[config.mk]
export PLATFORM = sky130hd
export DESIGN_NAME = touch_adc_spi_master
export DESIGN_NICKNAME = d
export VERILOG_FILES = /design/src/rtl/touch_adc_pkg.sv /design/src/rtl/touch_adc_tick.sv /design/src/rtl/touch_adc_spi_master.sv
export SDC_FILE = /design/constraint.sdc
export NUM_CORES = 1
export LEC_CHECK = 0
export CAP_MARGIN = 20
export CORE_UTILIZATION = 50
export CTS_CLUSTER_SIZE = 24
export DETAILED_ROUTE_END_ITERATION = 7
export PLACE_DENSITY = 0.73
export SYNTH_ARGS = -nofsm -noshare
export SYNTH_HDL_FRONTEND = slang
export SYNTH_SLANG_ARGS = --single-unit
[constraint.sdc]
create_clock -name csi_clk -period 6.5 [get_ports csi_clk]
set_input_delay 1.3 -clock csi_clk [delete_from_list [all_inputs] [get_ports csi_clk]]
set_output_delay 1.3 -clock csi_clk [all_outputs]
set_load 0.005 [all_outputs]
[src/rtl/touch_adc_pkg.sv]
// Shared definitions for the touch-screen ADC SPI master: the frame FSM
// states, the Avalon register indices and the frame geometry.
package touch_adc_pkg;

    typedef enum logic [1:0] {
        IDLE  = 2'd0,
        SETUP = 2'd1,
        SHIFT = 2'd2,
        HOLD  = 2'd3
    } state_t;

    localparam logic [1:0] ADDR_CMD    = 2'd0;
    localparam logic [1:0] ADDR_STATUS = 2'd1;
    localparam logic [1:0] ADDR_DATA   = 2'd2;
    localparam logic [1:0] ADDR_DIV    = 2'd3;

    // One frame is 8 command clocks followed by 16 read-back clocks.
    localparam int FRAME_CLKS    = 24;
    localparam int CAPTURE_FIRST = 9;
    // After the 16 read-back samples the busy/null bit sits at bit 15 and
    // the three trailing zeros at bits 2..0; the conversion is in between.
    localparam int RESULT_MSB    = 14;
    localparam int RESULT_LSB    = 3;

endpackage

[src/rtl/touch_adc_tick.sv]
// Half-period timebase: a loadable down-counter that pulses tick for one
// cycle every div+1 clocks while enabled; load restarts the count.
module touch_adc_tick (
    input  logic       clk,
    input  logic       rst,
    input  logic       en,
    input  logic       load,
    input  logic [7:0] div,
    output logic       tick
);

    logic [7:0] count;

    assign tick = en && !load && (count == 8'd0);

    // Reload on restart or on every expiry, otherwise count down while running.
    always_ff @(posedge clk) begin
        if (rst) begin
            count <= 8'd0;
        end else if (load || tick) begin
            count <= div;
        end else if (en && (count != 8'd0)) begin
            count <= count - 8'd1;
        end
    end

endmodule

[src/rtl/touch_adc_spi_master.sv]
// Autonomous SPI master for XPT2046/ADS7843-class resistive touch ADCs.
// A CMD write launches one 24-clock frame (8 command bits out, 16 bits in);
// the 12-bit conversion is then readable from DATA.
// Optional feature: define TOUCH_ADC_IRQ_EN to add the ins_irq port and the
// interrupt-enable bit (STATUS bit2).
module touch_adc_spi_master
    import touch_adc_pkg::*;
#(
    parameter logic [7:0] DIV_RESET = 8'd24
) (
    input  logic        csi_clk,
    input  logic        csi_reset,
    input  logic        avs_chipselect,
    input  logic [1:0]  avs_address,
    input  logic        avs_write_n,
    input  logic [15:0] avs_writedata,
    output logic [15:0] avs_readdata,
    output logic        coe_TCS,
    output logic        SCLK,
    output logic        MOSI,
    input  logic        MISO
`ifdef TOUCH_ADC_IRQ_EN
    ,
    output logic        ins_irq
`endif
);

    localparam logic [4:0] LAST_BIT = 5'(FRAME_CLKS - 1);
    localparam logic [4:0] CAP_BIT  = 5'(CAPTURE_FIRST - 1);

    state_t      state;
    logic [7:0]  cmd;
    logic [7:0]  div;
    logic        busy;
    logic        done;
    logic        ie;
    logic        start;
    logic [11:0] result;
    logic [15:0] sr;
    logic [4:0]  bit_cnt;
    logic [4:0]  next_cnt;
    logic        tick;
    logic        wr_en;
    logic        rd_en;
    logic        accept;
    logic        unused_wdata;

    assign wr_en        = avs_chipselect && !avs_write_n;
    assign rd_en        = avs_chipselect && avs_write_n;
    // The cycle between the CMD write and SETUP entry counts as busy for
    // write filtering, so a second write cannot overwrite a launched command.
    assign accept       = !busy && !start;
    assign next_cnt     = bit_cnt + 5'd1;
    assign unused_wdata = ^avs_writedata[15:8];

    touch_adc_tick u_tick (
        .clk  (csi_clk),
        .rst  (csi_reset),
        .en   (busy),
        .load (start),
        .div  (div),
        .tick (tick)
    );

`ifdef TOUCH_ADC_IRQ_EN
    assign ins_irq = done && ie;
`else
    assign ie = 1'b0;
`endif

    // Register file writes and the frame FSM; done-set is written last so it
    // wins over a simultaneous done-clear.
    always_ff @(posedge csi_clk) begin
        if (csi_reset) begin
            state   <= IDLE;
            cmd     <= 8'd0;
            div     <= DIV_RESET;
            busy    <= 1'b0;
            done    <= 1'b0;
            start   <= 1'b0;
            result  <= 12'd0;
            bit_cnt <= 5'd0;
            coe_TCS <= 1'b1;
            SCLK    <= 1'b0;
            MOSI    <= 1'b0;
`ifdef TOUCH_ADC_IRQ_EN
            ie      <= 1'b0;
`endif
        end else begin
            start <= 1'b0;
            if (wr_en) begin
                case (avs_address)
                    ADDR_CMD: begin
                        if (accept) begin
                            cmd   <= avs_writedata[7:0];
                            start <= 1'b1;
                            done  <= 1'b0;
                        end
                    end
                    ADDR_STATUS: begin
                        if (avs_writedata[1]) begin
                            done <= 1'b0;
                        end
`ifdef TOUCH_ADC_IRQ_EN
                        ie <= avs_writedata[2];
`endif
                    end
                    ADDR_DIV: begin
                        if (accept) begin
                            div <= avs_writedata[7:0];
                        end
                    end
                    default: ;
                endcase
            end

            case (state)
                IDLE: begin
                    if (start) begin
                        state   <= SETUP;
                        busy    <= 1'b1;
                        coe_TCS <= 1'b0;
                        SCLK    <= 1'b0;
                        MOSI    <= cmd[7];
                        bit_cnt <= 5'd0;
                    end
                end
                SETUP: begin
                    if (tick) begin
                        state <= SHIFT;
                    end
                end
                SHIFT: begin
                    if (tick) begin
                        if (!SCLK) begin
                            // Rising edge: capture the read-back half of the frame.
                            SCLK <= 1'b1;
                            if (bit_cnt >= CAP_BIT) begin
                                sr <= {sr[14:0], MISO};
                            end
                        end else begin
                            // Falling edge: start of the next low half.
                            SCLK <= 1'b0;
                            if (bit_cnt == LAST_BIT) begin
                                state <= HOLD;
                                MOSI  <= 1'b0;
                            end else begin
                                bit_cnt <= next_cnt;
                                if (next_cnt < 5'd8) begin
                                    MOSI <= cmd[3'd7 - next_cnt[2:0]];
                                end else begin
                                    MOSI <= 1'b0;
                                end
                            end
                        end
                    end
                end
                HOLD: begin
                    if (tick) begin
                        state   <= IDLE;
                        coe_TCS <= 1'b1;
                        busy    <= 1'b0;
                        done    <= 1'b1;
                        result  <= sr[RESULT_MSB:RESULT_LSB];
                    end
                end
                default: state <= IDLE;
            endcase
        end
    end

    // Zero-wait-state read mux; drives zero whenever no read is in progress.
    always_comb begin
        avs_readdata = 16'd0;
        if (rd_en) begin
            case (avs_address)
                ADDR_CMD:    avs_readdata = {8'd0, cmd};
                ADDR_STATUS: avs_readdata = {13'd0, ie, done, busy};
                ADDR_DATA:   avs_readdata = {4'd0, result};
                ADDR_DIV:    avs_readdata = {8'd0, div};
                default:     avs_readdata = 16'd0;
            endcase
        end
    end

endmodule
==> impl_metrics.json, run 1 <==
{
  "reg2reg_depth": 6,
  "synth_edf_count": 15,
  "multiInputGateArea_mm2": 0.00172,
  "final_hold_viol_count": 0,
  "grt_pass1_vias": 2286,
  "crit_type": "input pin to output pin",
  "worstHoldPathCells": 0,
  "firstDrtPassIters": 4,
  "grt_max_degree": 53,
  "num_antenna_cells": 0,
  "dr_wl_met3_um": 276,
  "postRouteAntennaNets": 0,
  "wl_met1_um": 3270,
  "first_iter_violations": 194,
  "required_ps": 5200,
  "grt-ovfl-total": 0,
  "place_hpwl_um": 4690,
  "cp-start-kind": "input pin",
  "synth_top_cell_area_share_pct": 29.6,
  "synth.area.top_cells": "dfxtp_1 (30%), edfxtp_1 (14%), mux2i_1 (11%), nor2_1 (5.0%), ha_1 (3.0%)",
  "clock_sinks": 64,
  "end_kind": "output pin",
  "p_leak_nw": 1.48,
  "numCtsBuffers": 9,
  "drv_cap": 0,
  "synth_warnings": 0,
  "register_area_mm2": 0.00143,
  "nets": 373,
  "cts_resized": 0,
  "fp.dieArea_mm2": 0.00695,
  "synth.yosys.seq_area_share_pct": 43.2,
  "nFillCells": 566,
  "synth_most_common_cell": "dfxtp_1",
  "grt_pass1_wl_um": 11400,
  "fin_crit_ps": 4670,
  "pin_count": 42,
  "wl_met2_um": 3320,
  "routedWlPerCell_um": 16.3,
  "slew_headroom_pct": 36.0,
  "port_buffers": 29,
  "min_path_type": "flip-flop to flip-flop",
  "tightest_slew_ps": 960,
  "dp_cells": 408,
  "place.gp.congestion": 0.847,
  "die_h_um": 83.4,
  "finalWirelength_um": 6900,
  "die_w_um": 83.4,
  "hold_buffers": 0,
  "crit_fanout": 13,
  "synth_async_sr_flop_share_pct": 0,
  "rsz0062_at_grt": "no",
  "fin_tns_setup_ps": 0,
  "clk_pin_slew_worst_paths_ps": 70,
  "start_util_pct": 51.9,
  "instances_no_fill": 424,
  "period_share_pct": 71.9,
  "post_cts_buffers": 0,
  "fin_util_pct": 60.1,
  "critPathArrivalTime_ps": 3370,
  "synth.ff_latch_count": 64,
  "skew_ps": 11.8,
  "top_layer_used": "met4",
  "grtUsageTotal_pct": 20.9,
  "clock_latency_ps": 330,
  "clk_path_buf_depth": 2,
  "synthFlopType": "dfxtp_1",
  "vias": 2461,
  "synth_area_mm2": 0.00331,
  "drv_slew": 0,
  "antenna_found_initial": 0,
  "avgSynthCellArea_um2": 10.3,
  "core-area_mm2": 0.00639,
  "syn2layout_area_growth_pct": 15.9,
  "route.detailed.drc": 0,
  "synthDistinctLibCells": 67,
  "htree_levels": 3,
  "cts_tree": "built",
  "synth_top_cell_by_area": "dfxtp_1",
  "ir_drop_uv": 203,
  "fp-row-count": 29,
  "setup_viol": 0,
  "max_freq_ghz": 0.214,
  "syn-instance-count": 321,
  "yosys-top-cells-count": "dfxtp_1 (49), nor2_1 (44), mux2i_1 (38), a21oi_1 (17), edfxtp_1 (15)",
  "cellPowerDensity_mw_per_mm2": 261,
  "ctsRootBufferMaster": "clkbuf_8",
  "outcome": "completed",
  "drive_gt1_share_pct": 12.1,
  "avgViaCountPerCell": 5.80
}
## per-layer routing
metal,GRT usage [%],vias to the layer above
li1,-,1204
met1,29.0,1196
met2,32.9,57
met3,3.38,4
met4,7.68,0
met5,0,-
## worst max-delay path: stages
cell and delay [ps]:
clkdlybuf4s50_1 900, mux4_2 590, nor2b_1 140, clkdlybuf4s50_1 450
## power by group
group	total (mW)	internal [mW]	switching (mW)
clock network	0.451	0.295	0.156
logic	0.125	0.0565	0.0682
registers	0.426	0.414	0.0118
## per-stage QoR
step                worst slack (ps)  power (mW)  area (um^2)  hold slack, ps
floorplan                       2850       0.534         3320             400
global placement                1790       0.555         3570             404
detailed placement              1800       0.557         3570             405
CTS                             1810        1.01         3840             423
global route                    1740        1.04         3840             435
finish                          1830        1.00         3840             423
## cell type report
cell class / count / area share (%)
clock buffer: 9 / 3.23
clock inverter: 7 / 3.71
inverter: 8 / 0.782
multi-input combinational: 229 / 44.9
sequential: 64 / 37.3
tap: 77 / 2.51
timing repair buffer: 30 / 7.62
## final timing paths
check	slack [ps]	from	endpoint
worst min-delay path	420	sr[2]$_DFFE_PP_	sr[3]$_DFFE_PP_
worst max register to register	4140	u_tick.count[0]$_SDFFE_PP0P_	bit_cnt[4]$_SDFFE_PP0P_
worst max-delay path	1830	avs_address[1]	avs_readdata[0]
worst min register to register	420	sr[2]$_DFFE_PP_	sr[3]$_DFFE_PP_
## placed cells by master (no fill, tap or decap), types with 2 or more instances in the layout
cell type	instances
dfxtp_1	49
nor2_1	44
mux2i_1	38
clkdlybuf4s50_1	28
a21oi_1	17
edfxtp_1	15
nand2_1	10
clkbuf_8	9
inv_1	8
ha_1	8
and2_1	5
nor2b_1	5
nand2b_1	5
o21ai_0	5
mux4_2	4
o31ai_1	4
nor3_1	4
mux2_2	4
a31oi_1	4
nand3b_1	4
conb_1	4
bufinv_16	4
nor4_1	3
nand4_1	3
a211o_1	3
a211oi_1	3
a21o_1	3
a311oi_1	3
nand3_1	3
a21o_2	3
nor3b_1	2
or4_1	2
and3_1	2
nand4b_1	2
a221oi_1	2
xor2_1	2
## flip-flops by register name, summed over array words and instances, names as in the netlist
register and cells:
cmd 8, result 12, start 1, MOSI 1, state 2, sr 15
div 8, done 1, SCLK 1, bit_cnt 5, coe_TCS 1, busy 1
u_tick.count 8
## kinds of logic (layout without fill, tap and decap cells)
logic type,count (synthesis),in the layout,share of synthesized area (%)
AND/OR/NAND/NOR,110,110,19.8
multiplexers,46,46,15.6
XOR/XNOR,3,3,0.793
AO/OA/AOI/OAI,58,58,12.2
other,1,4,0.113
adder cells (fa/ha/maj),8,8,3.02
flip-flops,64,64,43.2
buffers and inverters,31,54,5.29
No activity file was read; power rests on OpenSTA's default activity.
==> inputs of run 2 (changes only) <==
==> constraint.sdc (replaced) <==
create_clock -name csi_clk -period 4.85 [get_ports csi_clk]
set_input_delay 0.97 -clock csi_clk [delete_from_list [all_inputs] [get_ports csi_clk]]
set_output_delay 0.97 -clock csi_clk [all_outputs]
set_load 0.005 [all_outputs]
==> run 2 against run 1 <==
Final area down 2.1%. Non-clock buffer count unchanged. Hold slack better by 2.3 ps. Sequential share of layout area increased by 0.81 points. First-iteration DRC count down 3.6%. Critical endpoint unchanged. Count of clock-buffer cells in the layout is the same. Critical path type unchanged. Total power rose by 17%. Flip-flop and latch count unchanged. Clock power down 4%.
==> impl_metrics.json, run 2 (same netlist as run 1, synthesis figures left out) <==
{
  "fp-row-count": 29,
  "place_hpwl_um": 4770,
  "p_leak_nw": 1.43,
  "min_path_type": "flip-flop to flip-flop",
  "reg_top3": "sr: 15 flops, result: 12 flops",
  "layout_commonest_cell": "dfxtp_1",
  "crit_family": "buffers and inverters",
  "fp.dieArea_mm2": 0.00695,
  "max_freq_ghz": 0.250,
  "syn2layout_area_growth_pct": 13.5,
  "swShare_pct": 29.4,
  "port_buffers": 29,
  "instances_no_fill": 424,
  "firstDrtPassIters": 5,
  "cellPowerDensity_mw_per_mm2": 311,
  "die_w_um": 83.4,
  "path_common_cell": "clkdlybuf4s50_1",
  "end_kind": "output pin",
  "fin_util_pct": 58.9,
  "antenna_found_initial": 0,
  "grt_max_degree": 53,
  "post_cts_buffers": 0,
  "postRouteAntennaNets": 0,
  "ir_drop_uv": 206,
  "p_seq_share_pct": 48.7,
  "preCtsSetupSlack_ps": 807,
  "dp_cells": 408,
  "clock_sinks": 64,
  "grt_pass1_vias": 2344,
  "fin_tns_setup_ps": 0,
  "cp-start-kind": "input pin",
  "p_total_mw": 1.17,
  "nFillCells": 564,
  "htree_levels": 3,
  "numCtsBuffers": 9,
  "regMostFlops": "sr",
  "fin_crit_ps": 4000,
  "clockPowerShare_pct": 37.1,
  "setup_viol": 0,
  "multiInputGateArea_mm2": 0.00172,
  "route.detailed.drc": 0,
  "tightest_slew_ps": 967,
  "required_ps": 3880,
  "skew_ps": 11.3,
  "finalWirelength_um": 7000,
  "clk_path_buf_depth": 2,
  "cpMaxStageDelayCell": "clkdlybuf4s50_1",
  "core-area_mm2": 0.00639,
  "ctsRootBufferMaster": "clkbuf_8",
  "avgViaCountPerCell": 5.85,
  "vias": 2480,
  "die_h_um": 83.4,
  "num_antenna_cells": 0,
  "grtUsageTotal_pct": 21.2,
  "start_util_pct": 51.9,
  "first_iter_violations": 187,
  "clk_pin_slew_worst_paths_ps": 80,
  "hold_buffers": 0,
  "routedWlPerCell_um": 16.5,
  "clock_latency_ps": 340,
  "pin_count": 42,
  "largest_reg_flops": 15,
  "place.gp.congestion": 0.845,
  "rsz0062_at_grt": "no",
  "cts_tree": "built",
  "drive_gt1_share_pct": 12.1,
  "cp.buffers_inverters": 2,
  "grt_pass1_wl_um": 11500,
  "final_hold_viol_count": 0,
  "drv_slew": 0,
  "register_area_mm2": 0.00143,
  "mostFrequentLayoutCells": "dfxtp_1 (49), nor2_1 (44), mux2i_1 (38), clkdlybuf4s50_1 (28), a21oi_1 (17)",
  "crit_path_max_incr_delay_ps": 880,
  "drv_cap": 0,
  "cts_resized": 0,
  "slew_headroom_pct": 35.5,
  "outcome": "completed",
  "grt-ovfl-total": 0,
  "worstPathCellList": "clkdlybuf4s50_1, mux4_2, nor2b_1, clkdlybuf4s50_1",
  "internal_power_mw": 0.826,
  "nets": 373,
  "crit_fanout": 13,
  "critPathArrivalTime_ps": 3030,
  "combPwrFrac_pct": 14.2,
  "period_share_pct": 82.4,
  "fin_ws_ps": 852,
  "crit_type": "input pin to output pin",
  "p_sw_mw": 0.343
}
-- run 2: routing by layer --
layer | wire length (um) | vias to the layer above | GRT usage, %
li1 | - | 1207 | -
met4 | 109 | 0 | 7.21
met1 | 3230 | 1178 | 28.7
met5 | 0 | - | 0
met3 | 410 | 14 | 5.57
met2 | 3240 | 81 | 32.8
-- run 2: power by group through the flow --
stage          combinational [mW]  clock, mW  sequential (mW)
5_1_grt                     0.185      0.473            0.572
6_report                    0.167      0.433            0.570
3_5_place_dp                0.165          0            0.582
3_3_place_gp                0.163          0            0.581
4_1_cts                     0.167      0.446            0.569
2_1_floorplan               0.139          0            0.576
-- run 2: final cells by class --
type                       instances  share of cell area [%]
inverter                           8                   0.799
clock inverter                     7                    1.63
multi-input combinational        229                    45.8
clock buffer                       9                    3.30
sequential                        64                    38.1
timing repair buffer              30                    7.79
tap                               77                    2.56
-- run 2: stage by stage --
step | instance area (um^2) | hold slack (ps)
floorplan | 3320 | 400
global placement | 3570 | 404
detailed placement | 3570 | 414
CTS | 3760 | 430
global route | 3760 | 443
finish | 3760 | 426
-- run 2: path summary, 6_finish.rpt --
kind                          start                endpoint  slack (ps)  cells past startpoint
setup / recovery     avs_address[1]         avs_readdata[0]         850                      4
hold / removal      sr[1]$_DFFE_PP_         sr[2]$_DFFE_PP_         430                      0
setup reg to reg  busy$_SDFFE_PP0P_  result[9]$_SDFFE_PP0P_        2520                      4
hold reg to reg     sr[1]$_DFFE_PP_         sr[2]$_DFFE_PP_         430                      0
